--- src/rtl/cr16_pkg.sv ---
// cr16_pkg
// Shared definitions for the pipelined CR16 datapath and its ALU.
// Contents:
//   - cr16_op_e     : ALU opcode encoding (values 8..15 are reserved NOPs)
//   - FLAGS_W       : width of the flags word
//   - FLAG_*        : bit positions inside the flags word {C,L,F,Z,N}
//   - op_is_valid() : opcode is one of the defined operations
//   - op_writes()   : opcode produces a register result
package cr16_pkg;

  typedef enum logic [3:0] {
    OP_ADD = 4'd0,
    OP_SUB = 4'd1,
    OP_CMP = 4'd2,
    OP_AND = 4'd3,
    OP_OR  = 4'd4,
    OP_XOR = 4'd5,
    OP_MOV = 4'd6,
    OP_LSH = 4'd7
  } cr16_op_e;

  localparam int FLAGS_W = 5;
  localparam int FLAG_C  = 4;
  localparam int FLAG_L  = 3;
  localparam int FLAG_F  = 2;
  localparam int FLAG_Z  = 1;
  localparam int FLAG_N  = 0;

  // Opcodes 8..15 all have the top bit set and are reserved.
  function automatic logic op_is_valid(input logic [3:0] op);
    return !op[3];
  endfunction

  // CMP only sets flags; reserved opcodes do nothing at all.
  function automatic logic op_writes(input logic [3:0] op);
    return !op[3] && (op != 4'(OP_CMP));
  endfunction

endpackage

--- src/rtl/cr16_alu_param.sv ---
// cr16_alu_param
// Purely combinational, WIDTH-parametrised CR16 ALU.
// Ports:
//   a       in  WIDTH    source A
//   b       in  WIDTH    source B (register or immediate, chosen upstream)
//   opcode  in  4        operation (cr16_op_e, 8..15 reserved)
//   result  out WIDTH    operation result (modulo 2^WIDTH)
//   flags   out FLAGS_W  {C,L,F,Z,N} produced by this operation
//   writes  out 1        operation produces a register result
//   valid   out 1        opcode is a defined operation
module cr16_alu_param
  import cr16_pkg::*;
#(
  parameter int WIDTH = 16
) (
  input  logic [WIDTH-1:0]   a,
  input  logic [WIDTH-1:0]   b,
  input  logic [3:0]         opcode,
  output logic [WIDTH-1:0]   result,
  output logic [FLAGS_W-1:0] flags,
  output logic               writes,
  output logic               valid
);

  localparam int MSB = WIDTH - 1;

  // One extra bit on the adder/subtractor exposes carry and borrow directly.
  logic [WIDTH:0]   sum;
  logic [WIDTH:0]   diff;
  // Shift distance is B[4:0] as a signed value; the magnitude of -16 needs 6 bits.
  logic [5:0]       sh_ext;
  logic [5:0]       sh_mag;
  logic [WIDTH-1:0] shifted;

  assign sum    = {1'b0, a} + {1'b0, b};
  assign diff   = {1'b0, a} - {1'b0, b};
  assign sh_ext = {b[4], b[4:0]};
  assign sh_mag = b[4] ? (6'd0 - sh_ext) : sh_ext;

  // Positive distances shift left, negative shift logically right, and any
  // distance that moves every bit out produces zero.
  always_comb begin
    shifted = '0;
    if (32'(sh_mag) < WIDTH) begin
      if (b[4]) begin
        shifted = a >> sh_mag;
      end else begin
        shifted = a << sh_mag;
      end
    end
  end

  always_comb begin
    result = '0;
    flags  = '0;
    case (opcode)
      OP_ADD: begin
        result         = sum[MSB:0];
        flags[FLAG_C]  = sum[WIDTH];
        flags[FLAG_F]  = (a[MSB] == b[MSB]) && (sum[MSB] != a[MSB]);
        flags[FLAG_Z]  = (sum[MSB:0] == '0);
        flags[FLAG_N]  = sum[MSB];
      end
      OP_SUB, OP_CMP: begin
        // N reports the signed comparison rather than the result sign, so
        // it stays correct when the subtraction overflows.
        result         = diff[MSB:0];
        flags[FLAG_C]  = diff[WIDTH];
        flags[FLAG_L]  = (a < b);
        flags[FLAG_F]  = (a[MSB] != b[MSB]) && (diff[MSB] != a[MSB]);
        flags[FLAG_Z]  = (a == b);
        flags[FLAG_N]  = ($signed(a) < $signed(b));
      end
      OP_AND: result = a & b;
      OP_OR:  result = a | b;
      OP_XOR: result = a ^ b;
      OP_MOV: result = b;
      OP_LSH: result = shifted;
      default: result = '0;
    endcase
    // Logic, move and shift only report zero and sign of the result.
    if (opcode inside {OP_AND, OP_OR, OP_XOR, OP_MOV, OP_LSH}) begin
      flags[FLAG_Z] = (result == '0);
      flags[FLAG_N] = result[MSB];
    end
  end

  assign writes = op_writes(opcode);
  assign valid  = op_is_valid(opcode);

endmodule

--- src/rtl/cr16_datapath_pipe.sv ---
// cr16_datapath_pipe
// Two-stage (EX -> WB) pipelined CR16 datapath: register file, operand
// selection with immediate substitution, ALU, flags register and a
// registered write-back stage. Operations are accepted on I_VALID && O_READY
// and commit to the register file/flags at the end of the following cycle.
//
// Build option: CR16_DATAPATH_FORWARDING_EN
//   defined   - WB result is bypassed into EX operands, O_READY = !I_RESET
//   undefined - no bypass; O_READY drops for one cycle on a RAW hazard
//
// Ports:
//   I_CLK, I_RESET     clock (rising edge) and async active-high reset
//   I_VALID / O_READY  operation handshake
//   I_OPCODE           ALU operation
//   I_RA_SEL           destination and source A register
//   I_RB_SEL           source B register
//   I_IMMEDIATE        immediate operand, used as B when I_IMM_SEL = 1
//   I_WB_EN            request register write of the result
//   I_FLAGS_EN         request flags update
//   O_WB_VALID         write-back stage holds an operation
//   O_WB_SEL/O_WB_DATA write-back destination and result
//   O_FLAGS            flags register {C,L,F,Z,N}
//   I_DBG_SEL          debug read select
//   O_DBG_DATA         committed register contents, combinational
module cr16_datapath_pipe
  import cr16_pkg::*;
#(
  parameter  int WIDTH    = 16,
  parameter  int NUM_REGS = 16,
  localparam int SEL_W    = $clog2(NUM_REGS)
) (
  input  logic               I_CLK,
  input  logic               I_RESET,
  input  logic               I_VALID,
  output logic               O_READY,
  input  logic [3:0]         I_OPCODE,
  input  logic [SEL_W-1:0]   I_RA_SEL,
  input  logic [SEL_W-1:0]   I_RB_SEL,
  input  logic [WIDTH-1:0]   I_IMMEDIATE,
  input  logic               I_IMM_SEL,
  input  logic               I_WB_EN,
  input  logic               I_FLAGS_EN,
  output logic               O_WB_VALID,
  output logic [SEL_W-1:0]   O_WB_SEL,
  output logic [WIDTH-1:0]   O_WB_DATA,
  output logic [FLAGS_W-1:0] O_FLAGS,
  input  logic [SEL_W-1:0]   I_DBG_SEL,
  output logic [WIDTH-1:0]   O_DBG_DATA
);

  // Architectural state
  logic [WIDTH-1:0]   regs_q [NUM_REGS];
  logic [WIDTH-1:0]   regs_d [NUM_REGS];
  logic [FLAGS_W-1:0] flags_q, flags_d;

  // Write-back pipeline register
  logic               wb_valid_q, wb_valid_d;
  logic [SEL_W-1:0]   wb_sel_q, wb_sel_d;
  logic [WIDTH-1:0]   wb_data_q, wb_data_d;
  logic               wb_we_q, wb_we_d;
  logic               wb_fe_q, wb_fe_d;
  logic [FLAGS_W-1:0] wb_flags_q, wb_flags_d;

  // EX stage
  logic [WIDTH-1:0]   reg_a, reg_b;
  logic [WIDTH-1:0]   op_a, op_b;
  logic               haz_a, haz_b;
  logic               ready;
  logic               accept;
  logic [WIDTH-1:0]   alu_result;
  logic [FLAGS_W-1:0] alu_flags;
  logic               alu_writes;
  logic               alu_valid;

  assign reg_a = regs_q[I_RA_SEL];
  assign reg_b = regs_q[I_RB_SEL];

  // A source collides with the in-flight result only if WB will really write
  // it; B is irrelevant when the immediate replaces it.
  assign haz_a = wb_valid_q && wb_we_q && (wb_sel_q == I_RA_SEL);
  assign haz_b = wb_valid_q && wb_we_q && (wb_sel_q == I_RB_SEL) && !I_IMM_SEL;

`ifdef CR16_DATAPATH_FORWARDING_EN
  assign op_a  = haz_a ? wb_data_q : reg_a;
  assign op_b  = I_IMM_SEL ? I_IMMEDIATE : (haz_b ? wb_data_q : reg_b);
  assign ready = !I_RESET;
`else
  // Without a bypass the producer holds the operation for one cycle while
  // the conflicting result commits; the next cycle reads the updated file.
  assign op_a  = reg_a;
  assign op_b  = I_IMM_SEL ? I_IMMEDIATE : reg_b;
  assign ready = !I_RESET && !(I_VALID && (haz_a || haz_b));
`endif

  assign accept = I_VALID && ready;

  cr16_alu_param #(
    .WIDTH (WIDTH)
  ) u_alu (
    .a      (op_a),
    .b      (op_b),
    .opcode (I_OPCODE),
    .result (alu_result),
    .flags  (alu_flags),
    .writes (alu_writes),
    .valid  (alu_valid)
  );

  // Pipeline register next state: a non-accepted cycle becomes a bubble;
  // payload fields simply hold since nothing uses them without valid.
  always_comb begin
    wb_valid_d = accept;
    wb_sel_d   = wb_sel_q;
    wb_data_d  = wb_data_q;
    wb_we_d    = wb_we_q;
    wb_fe_d    = wb_fe_q;
    wb_flags_d = wb_flags_q;
    if (accept) begin
      wb_sel_d   = I_RA_SEL;
      wb_data_d  = alu_result;
      wb_we_d    = I_WB_EN && alu_writes;
      wb_fe_d    = I_FLAGS_EN && alu_valid;
      wb_flags_d = alu_flags;
    end
  end

  // Commit at the closing edge of the WB cycle.
  always_comb begin
    regs_d  = regs_q;
    flags_d = flags_q;
    if (wb_valid_q && wb_we_q) begin
      regs_d[wb_sel_q] = wb_data_q;
    end
    if (wb_valid_q && wb_fe_q) begin
      flags_d = wb_flags_q;
    end
  end

  // Reset wipes the in-flight operation together with the architectural
  // state, so an interrupted write never lands.
  always_ff @(posedge I_CLK or posedge I_RESET) begin
    if (I_RESET) begin
      for (int i = 0; i < NUM_REGS; i++) begin
        regs_q[i] <= '0;
      end
      flags_q    <= '0;
      wb_valid_q <= 1'b0;
      wb_sel_q   <= '0;
      wb_data_q  <= '0;
      wb_we_q    <= 1'b0;
      wb_fe_q    <= 1'b0;
      wb_flags_q <= '0;
    end else begin
      regs_q     <= regs_d;
      flags_q    <= flags_d;
      wb_valid_q <= wb_valid_d;
      wb_sel_q   <= wb_sel_d;
      wb_data_q  <= wb_data_d;
      wb_we_q    <= wb_we_d;
      wb_fe_q    <= wb_fe_d;
      wb_flags_q <= wb_flags_d;
    end
  end

  assign O_READY    = ready;
  assign O_WB_VALID = wb_valid_q;
  assign O_WB_SEL   = wb_sel_q;
  assign O_WB_DATA  = wb_data_q;
  assign O_FLAGS    = flags_q;
  assign O_DBG_DATA = regs_q[I_DBG_SEL];

endmodule

--- config.mk ---
export PLATFORM = sky130hd
export DESIGN_NAME = cr16_datapath_pipe
export DESIGN_NICKNAME = d
export VERILOG_FILES = /design/src/rtl/cr16_pkg.sv /design/src/rtl/cr16_alu_param.sv /design/src/rtl/cr16_datapath_pipe.sv
export SDC_FILE = /design/constraint.sdc
export NUM_CORES = 1
export LEC_CHECK = 0
export CAP_MARGIN = 20
export CELL_PAD_IN_SITES_DETAIL_PLACEMENT = 0
export CELL_PAD_IN_SITES_GLOBAL_PLACEMENT = 2
export CORE_UTILIZATION = 46
export DETAILED_ROUTE_END_ITERATION = 6
export PLACE_DENSITY = 0.85
export SYNTH_ARGS = -nofsm -noshare
export SYNTH_HDL_FRONTEND = slang
export SYNTH_HIERARCHICAL = 1
export SYNTH_SLANG_ARGS = --single-unit
--- constraint.sdc ---
create_clock -name I_CLK -period 21 [get_ports I_CLK]
set_clock_uncertainty 0.05 [all_clocks]
set_input_delay 4.2 -clock I_CLK [delete_from_list [all_inputs] [get_ports I_CLK]]
set_output_delay 4.2 -clock I_CLK [all_outputs]
set_load 0.02 [all_outputs]
==> results of run 1 <==
critical path, stage by stage:
cell and delay, ps:
buf_4 450, buf_4 710, mux4_2 590, mux4_2 550, clkdlybuf4s50_1 580
cells by family (layout without fill, tap and decap cells):
kind of cell               after synthesis  count (layout)  share of synthesized area, %
muxes                                  565             565                          42.7
DFF                                    289             289                          33.8
AOI/OAI and AO/OA                      263             263                          8.79
and+or+nand+nor                        254             254                          5.79
buffers and inverters                  206             235                          4.44
adders and majority gates               51              51                          3.06
xor gates and xnor gates                31              31                          1.34
synthesized netlist by cell type, drive strengths merged, types with 6 or more instances:
| cell | number | share of area (%) |
|---|---|---|
| nand2b | 15 | 0.44 |
| a22oi | 7 | 0.25 |
| dfrtp | 289 | 34 |
| buf | 76 | 2.1 |
| nor2b | 7 | 0.24 |
| clkbuf | 77 | 1.4 |
| o211ai | 10 | 0.35 |
| a221o | 6 | 0.28 |
| a211oi | 16 | 0.56 |
| nand2 | 76 | 1.3 |
| mux2i | 31 | 1.5 |
| o21bai | 8 | 0.28 |
| nor2 | 55 | 1.0 |
| a221oi | 10 | 0.41 |
| nand4 | 10 | 0.29 |
| nor4 | 8 | 0.30 |
| a21oi | 38 | 0.89 |
| mux2 | 291 | 16 |
| ha | 49 | 2.9 |
| o221ai | 26 | 1.1 |
| nor3 | 33 | 0.80 |
| xnor2 | 25 | 1.0 |
| mux4 | 243 | 26 |
| a31oi | 14 | 0.41 |
| a21o | 13 | 0.46 |
| inv | 50 | 0.88 |
| nand3 | 27 | 0.63 |
| o21ai | 53 | 1.2 |
| or3 | 8 | 0.23 |
| xor2 | 6 | 0.32 |
registers in the layout (all words and copies together), names as in the netlist:
name and cells:
regs_q 256, O_WB_DATA 16, O_FLAGS 5, wb_flags_q 5, O_WB_SEL 4, O_WB_VALID 1, wb_fe_q 1, wb_we_q 1
final timing paths:
check,slack [ps],from,to
worst min register to register,460,O_FLAGS[0],O_FLAGS[0]
worst min-delay path,460,O_FLAGS[0],O_FLAGS[0]
worst max register to register,15320,regs_q[0],wb_flags_q[1]
min in group asynchronous,4230,I_RESET,O_WB_SEL[1]
worst max-delay path,9620,I_DBG_SEL[0],O_DBG_DATA[15]
max in group asynchronous,15160,I_RESET,regs_q[163]
metrics by stage:
step	power, mW	instances
floorplan	1.06	1659
global placement	1.22	2231
detailed placement	1.23	2231
CTS	1.82	2288
global route	1.89	2288
finish	1.82	2288
power by group through the flow:
stage                     sequential (mW)  clock, mW  combinational [mW]
final                               0.715      0.591               0.515
after global routing                0.726      0.623               0.546
after CTS                           0.712      0.603               0.510
after detailed placement            0.721          0               0.508
after global placement              0.716          0               0.503
after floorplan                     0.689          0               0.367
final cells by class:
type                            count  area [um2]
Sequential cell                   289        7230
Fill cell                        3892       21900
Clock inverter                     11         139
Inverter                           53         206
Multi-Input combinational cell   1164       13300
Tap cell                          600         751
Clock buffer                       46         966
Timing Repair Buffer              125        1120
layer usage:
metal | up-vias | GRT usage, % | part of all wire, %
met3 | 132 | 5.62 | 8.1
met2 | 854 | 46.7 | 47
li1 | 6579 | - | -
met5 | - | 0 | 0.016
met1 | 8334 | 40.6 | 41
met4 | 2 | 10.7 | 3.4
==> metrics.yaml, run 1 <==
timing:
  setup-violations-final: 0
  post-route-period-util_pct: 54.2
  holdWs_ps: 455
  fin_ws_ps: 9620
  slew_headroom_pct: 25.5
  drv_slew: 0
  final.setup.tns_ps: 0
  finalHoldViolCount: 0
  worst_pin_slew_ps: 1110
  min_period_ps: 11380
  rsz0062_at_grt: "false"
  fmax_mhz: 87.9
detailed_routing:
  finalWirelength_mm: 68.9
  drt_iter0_drc: 1671
  postRouteAntennaNets: 0
  vias: 15900
  vias_per_cell: 6.95
  dr.pass1.iters: 5
  drc: 0
  wl_per_cell_um: 30.1
yosys:
  ys.flop_type: "dfrtp_1"
  synth_area_per_cell_um2: 12.9
  ys_seq_elements: 289
  synth-edff-count: 0
  async_flop_share_pct: 100
  synth.distinct_cells: 79
  synth_fp_nets: 1748
  synth_area_um2: 21400
  synth_cells: 1659
  ys_warn_count: 6
  yosysSeqAreaShare_pct: 33.8
final_layout:
  layout-drive-gt1-share_pct: 39.3
  n_antenna_cell: 0
  stdcell_area_um2: 23700
  final_cell_mix: "dfrtp_1, mux2_2, mux4_2, nand2_1, clkdlybuf4s50_1"
  fin_nets: 1756
  final_common_cell: "dfrtp_1"
  area_growth_pct: 10.8
  post-route-util_pct: 51.9
die:
  die_height_um: 218
  dieArea_um2: 47300
  die_x_um: 218
  initial_core_util_pct: 46.9
  io_pins: 81
  rows: 78
  core_area_um2: 45600
critical_path:
  rr_worst_depth: 18
  cp.arrival_ps: 7130
  cp-end-kind: "primary output"
  critPathMaxFanout: 36
  critPathRequiredTime_ps: 16750
  worstSetupStartpointType: "input pin"
  crit_type: "in2out"
power_and_ir_drop:
  power_frac_clock_pct: 32.5
  p_seq_share_pct: 39.3
  ir_drop_mv: 0.0643
  power_frac_comb_pct: 28.3
  p_leak_nw: 10.0
  p_per_area_nw_per_um2: 76.9
  p_int_mw: 1.22
  swShare_pct: 33.2
  power.switching_mw: 0.605
outcome:
  status: "completed"
placement:
  port_buffers: 80
  dp_slack_ps: 9550
  dp_hpwl_mm: 45.0
  gp_congestion: 0.996
  place_area_um2: 22600
global_routing:
  grt_max_degree: 174
  grt_overflow: 0
  grt_pass1_wl_mm: 104
  antenna_found_initial: 2
  grt_usage_pct: 29.5
  grt_pass1_vias: 16000
clock_network:
  numClockSinks: 289
  clockBufferDepth: 3
  cts_tree: "done"
  cts_buffers: 34
  cts-root-buf: "clkbuf_16"
  cts.clk_slew.worst_paths_ps: 50
  clock_latency_ps: 550
  post-cts-setup-buffer-count: 0
  cts-htree-levels: 2
  ctsResizeCount: 0
  cts_hold_buf: 0
worst_hold_path:
  min_delay_path_depth: 1
  worst_hold_path_type: "reg2reg"
job:
  maxCapViolCount: 0
Note: power is estimated with default switching activity, not from simulation.
==> inputs of run 2 (changes only) <==
CORE_UTILIZATION = 40   (was 46)
PLACE_DENSITY = 0.78   (was 0.85)
clock period = 9.8 ns   (was 21 ns; I/O delays follow)
==> run 2 against run 1 <==
Against the previous run:
- utilization decreased by 6.7 points
- clock power increased by 120%
- critical path type is now in2reg
- flip-flop and latch count unchanged
- non-clock buffer count decreased by 2
- cell count increased by 3.9%
- global-route usage decreased by 2.6 points
- critical path depth increased by 12
==> metrics.yaml, run 2 (synthesis results as in run 1) <==
job:
  maxCapViolCount: 0  # unchanged
final_layout:
  largest_reg_flops: 256  # unchanged
  final_cell_mix: "dfrtp_1, mux2_2, mux4_2, nand2_1, clkdlybuf4s50_1"  # unchanged
  final_common_cell: "dfrtp_1"  # unchanged
  area_growth_pct: 11.4  # was 10.8%
  n_antenna_cell: 0  # unchanged
  layout-drive-gt1-share_pct: 39.3  # about the same
  top_register: "regs_q"  # unchanged
  fin_nets: 1755  # was 1,756
clock_network:
  cts.clk_slew.worst_paths_ps: 60  # was 50 ps
  post-cts-setup-buffer-count: 0  # unchanged
  cts_buffers: 35  # was 34
  clock_latency_ps: 540  # was 550 ps
  ctsResizeCount: 0  # unchanged
  cts-htree-levels: 2  # unchanged
  cts_tree: "done"  # unchanged
  cts_hold_buf: 0  # unchanged
  numClockSinks: 289  # unchanged
  cts-root-buf: "clkbuf_16"  # unchanged
  clockBufferDepth: 3  # unchanged
critical_path:
  r2r_setup_slack_ps: 4570  # was 15,320 ps
  critPathMaxFanout: 35  # was 36
  rr_startpoint: "regs_q[164]"  # was regs_q[0]
  rr_worst_depth: 18  # unchanged
  r2r_end: "wb_flags_q[1]"  # unchanged
  crit_start: "I_RB_SEL[3]"  # was I_DBG_SEL[0]
  cp-end-kind: "register"  # was primary output
  cp.arrival_ps: 7760  # was 7130 ps
  crit_type: "in2reg"  # was in2out
  critPathRequiredTime_ps: 10160  # was 16,750 ps
  worstSetupStartpointType: "input pin"  # unchanged
global_routing:
  antenna_found_initial: 5  # was 2
  grt_usage_pct: 26.9  # was 29.5%
  grt_pass1_wl_mm: 108  # was 104 mm
  grt_max_degree: 152  # was 174
  grt_overflow: 0  # unchanged
  grt_pass1_vias: 15800  # was 16,000
detailed_routing:
  wl_per_cell_um: 30.3  # was 30.1 um
  vias_per_cell: 6.73  # was 6.95
  drt_iter0_drc: 1823  # was 1,671
  vias: 16000  # was 15,900
  finalWirelength_mm: 72.0  # was 68.9 mm
  drc: 0  # unchanged
  dr.pass1.iters: 5  # unchanged
  postRouteAntennaNets: 0  # unchanged
timing:
  drv_slew: 0  # unchanged
  post-route-period-util_pct: 75.5
  rsz0062_at_grt: "false"  # unchanged
  final.setup.tns_ps: 0  # unchanged
  finalHoldViolCount: 0  # unchanged
  fmax_mhz: 135
  worst_pin_slew_ps: 1100  # was 1110 ps
  min_period_ps: 7400
  slew_headroom_pct: 26.4  # was 25.5%
  setup-violations-final: 0  # unchanged
  holdWs_ps: 463  # was 455 ps
placement:
  dp_hpwl_mm: 47.9  # was 45.0 mm
  port_buffers: 80  # unchanged
  gp_congestion: 0.965  # was 0.996
die:
  core_area_um2: 52700  # was 45,600 um2
  die_height_um: 233  # was 218 um
  initial_core_util_pct: 40.6  # was 46.9%
  die_x_um: 233  # was 218 um
  dieArea_um2: 54300  # was 47,300 um2
  rows: 84  # was 78
  io_pins: 81  # unchanged
worst_hold_path:
  worst_hold_path_type: "reg2reg"  # unchanged
  min_delay_path_depth: 1  # unchanged
  min_to: "O_FLAGS[1]"  # was O_FLAGS[0]
  min_from: "O_FLAGS[1]"  # was O_FLAGS[0]
power_and_ir_drop:
  p_leak_nw: 10.0  # about the same
  p_per_area_nw_per_um2: 165  # was 76.9 nW/um2
  ir_drop_mv: 0.118  # was 0.0643 mV
  p_total_mw: 3.93  # was 1.82 mW
outcome:
  status: "completed"  # unchanged
[run 2: metrics by stage]
step / cells / worst slack (ps) / cell area (um2) / util (%)
floorplan: 1659 / 3130 / 21400 / -
global placement: 2317 / 2040 / 22700 / 43.1
detailed placement: 2317 / 1970 / 22700 / 43.1
CTS: 2377 / 2530 / 23800 / 45.2
global route: 2377 / 2080 / 23800 / 45.2
finish: 2377 / 2400 / 23800 / 45.2
[run 2: cell type report]
class,count,area (um2)
well taps,688,861
multi-input cells,1164,13300
clock buffers,50,1020
repair buffers,123,1110
flip-flops and latches,289,7230
fillers,4749,28900
inverters,53,203
clock inverters,10,98.8
[run 2: critical path: stages]
cell	delay [ps]
buf_2	810
nand2b_1	730
o221ai_1	510
o21ai_4	70
inv_1	480
ha_1	380
nand2b_1	220
xnor2_2	130
buf_4	360
mux2i_1	150
o211ai_1	270
o22ai_1	170
o41ai_1	790
nor4_1	190
nand4_1	150
nand3_1	80
mux2_4	260
[run 2: worst max path at each step]
stage | endpoint | slack (ps) | depth (start not counted)
floorplan | wb_flags_q[1] | 3130 | 20
global placement | wb_flags_q[1] | 2040 | 16
detailed placement | wb_flags_q[1] | 1970 | 17
CTS | wb_flags_q[1] | 2530 | 17
global route | O_WB_DATA[15] | 2080 | 16
finish | wb_flags_q[1] | 2400 | 17
[run 2: metal layers]
metal,vias to the layer above,track usage [%],share of wire [%]
met3,187,4.16,7.5
met2,871,41.6,46
met4,2,12.4,4.7
met1,8370,37.2,42
li1,6566,-,-
met5,-,0,0.019
[run 2: report_power, final]
| part | internal, mW | switching [mW] | leakage (nW) |
|---|---|---|---|
| Sequential | 1.33 | 0.204 | 3.97 |
| Combinational | 0.533 | 0.590 | 5.51 |
| Clock | 0.755 | 0.522 | 0.548 |
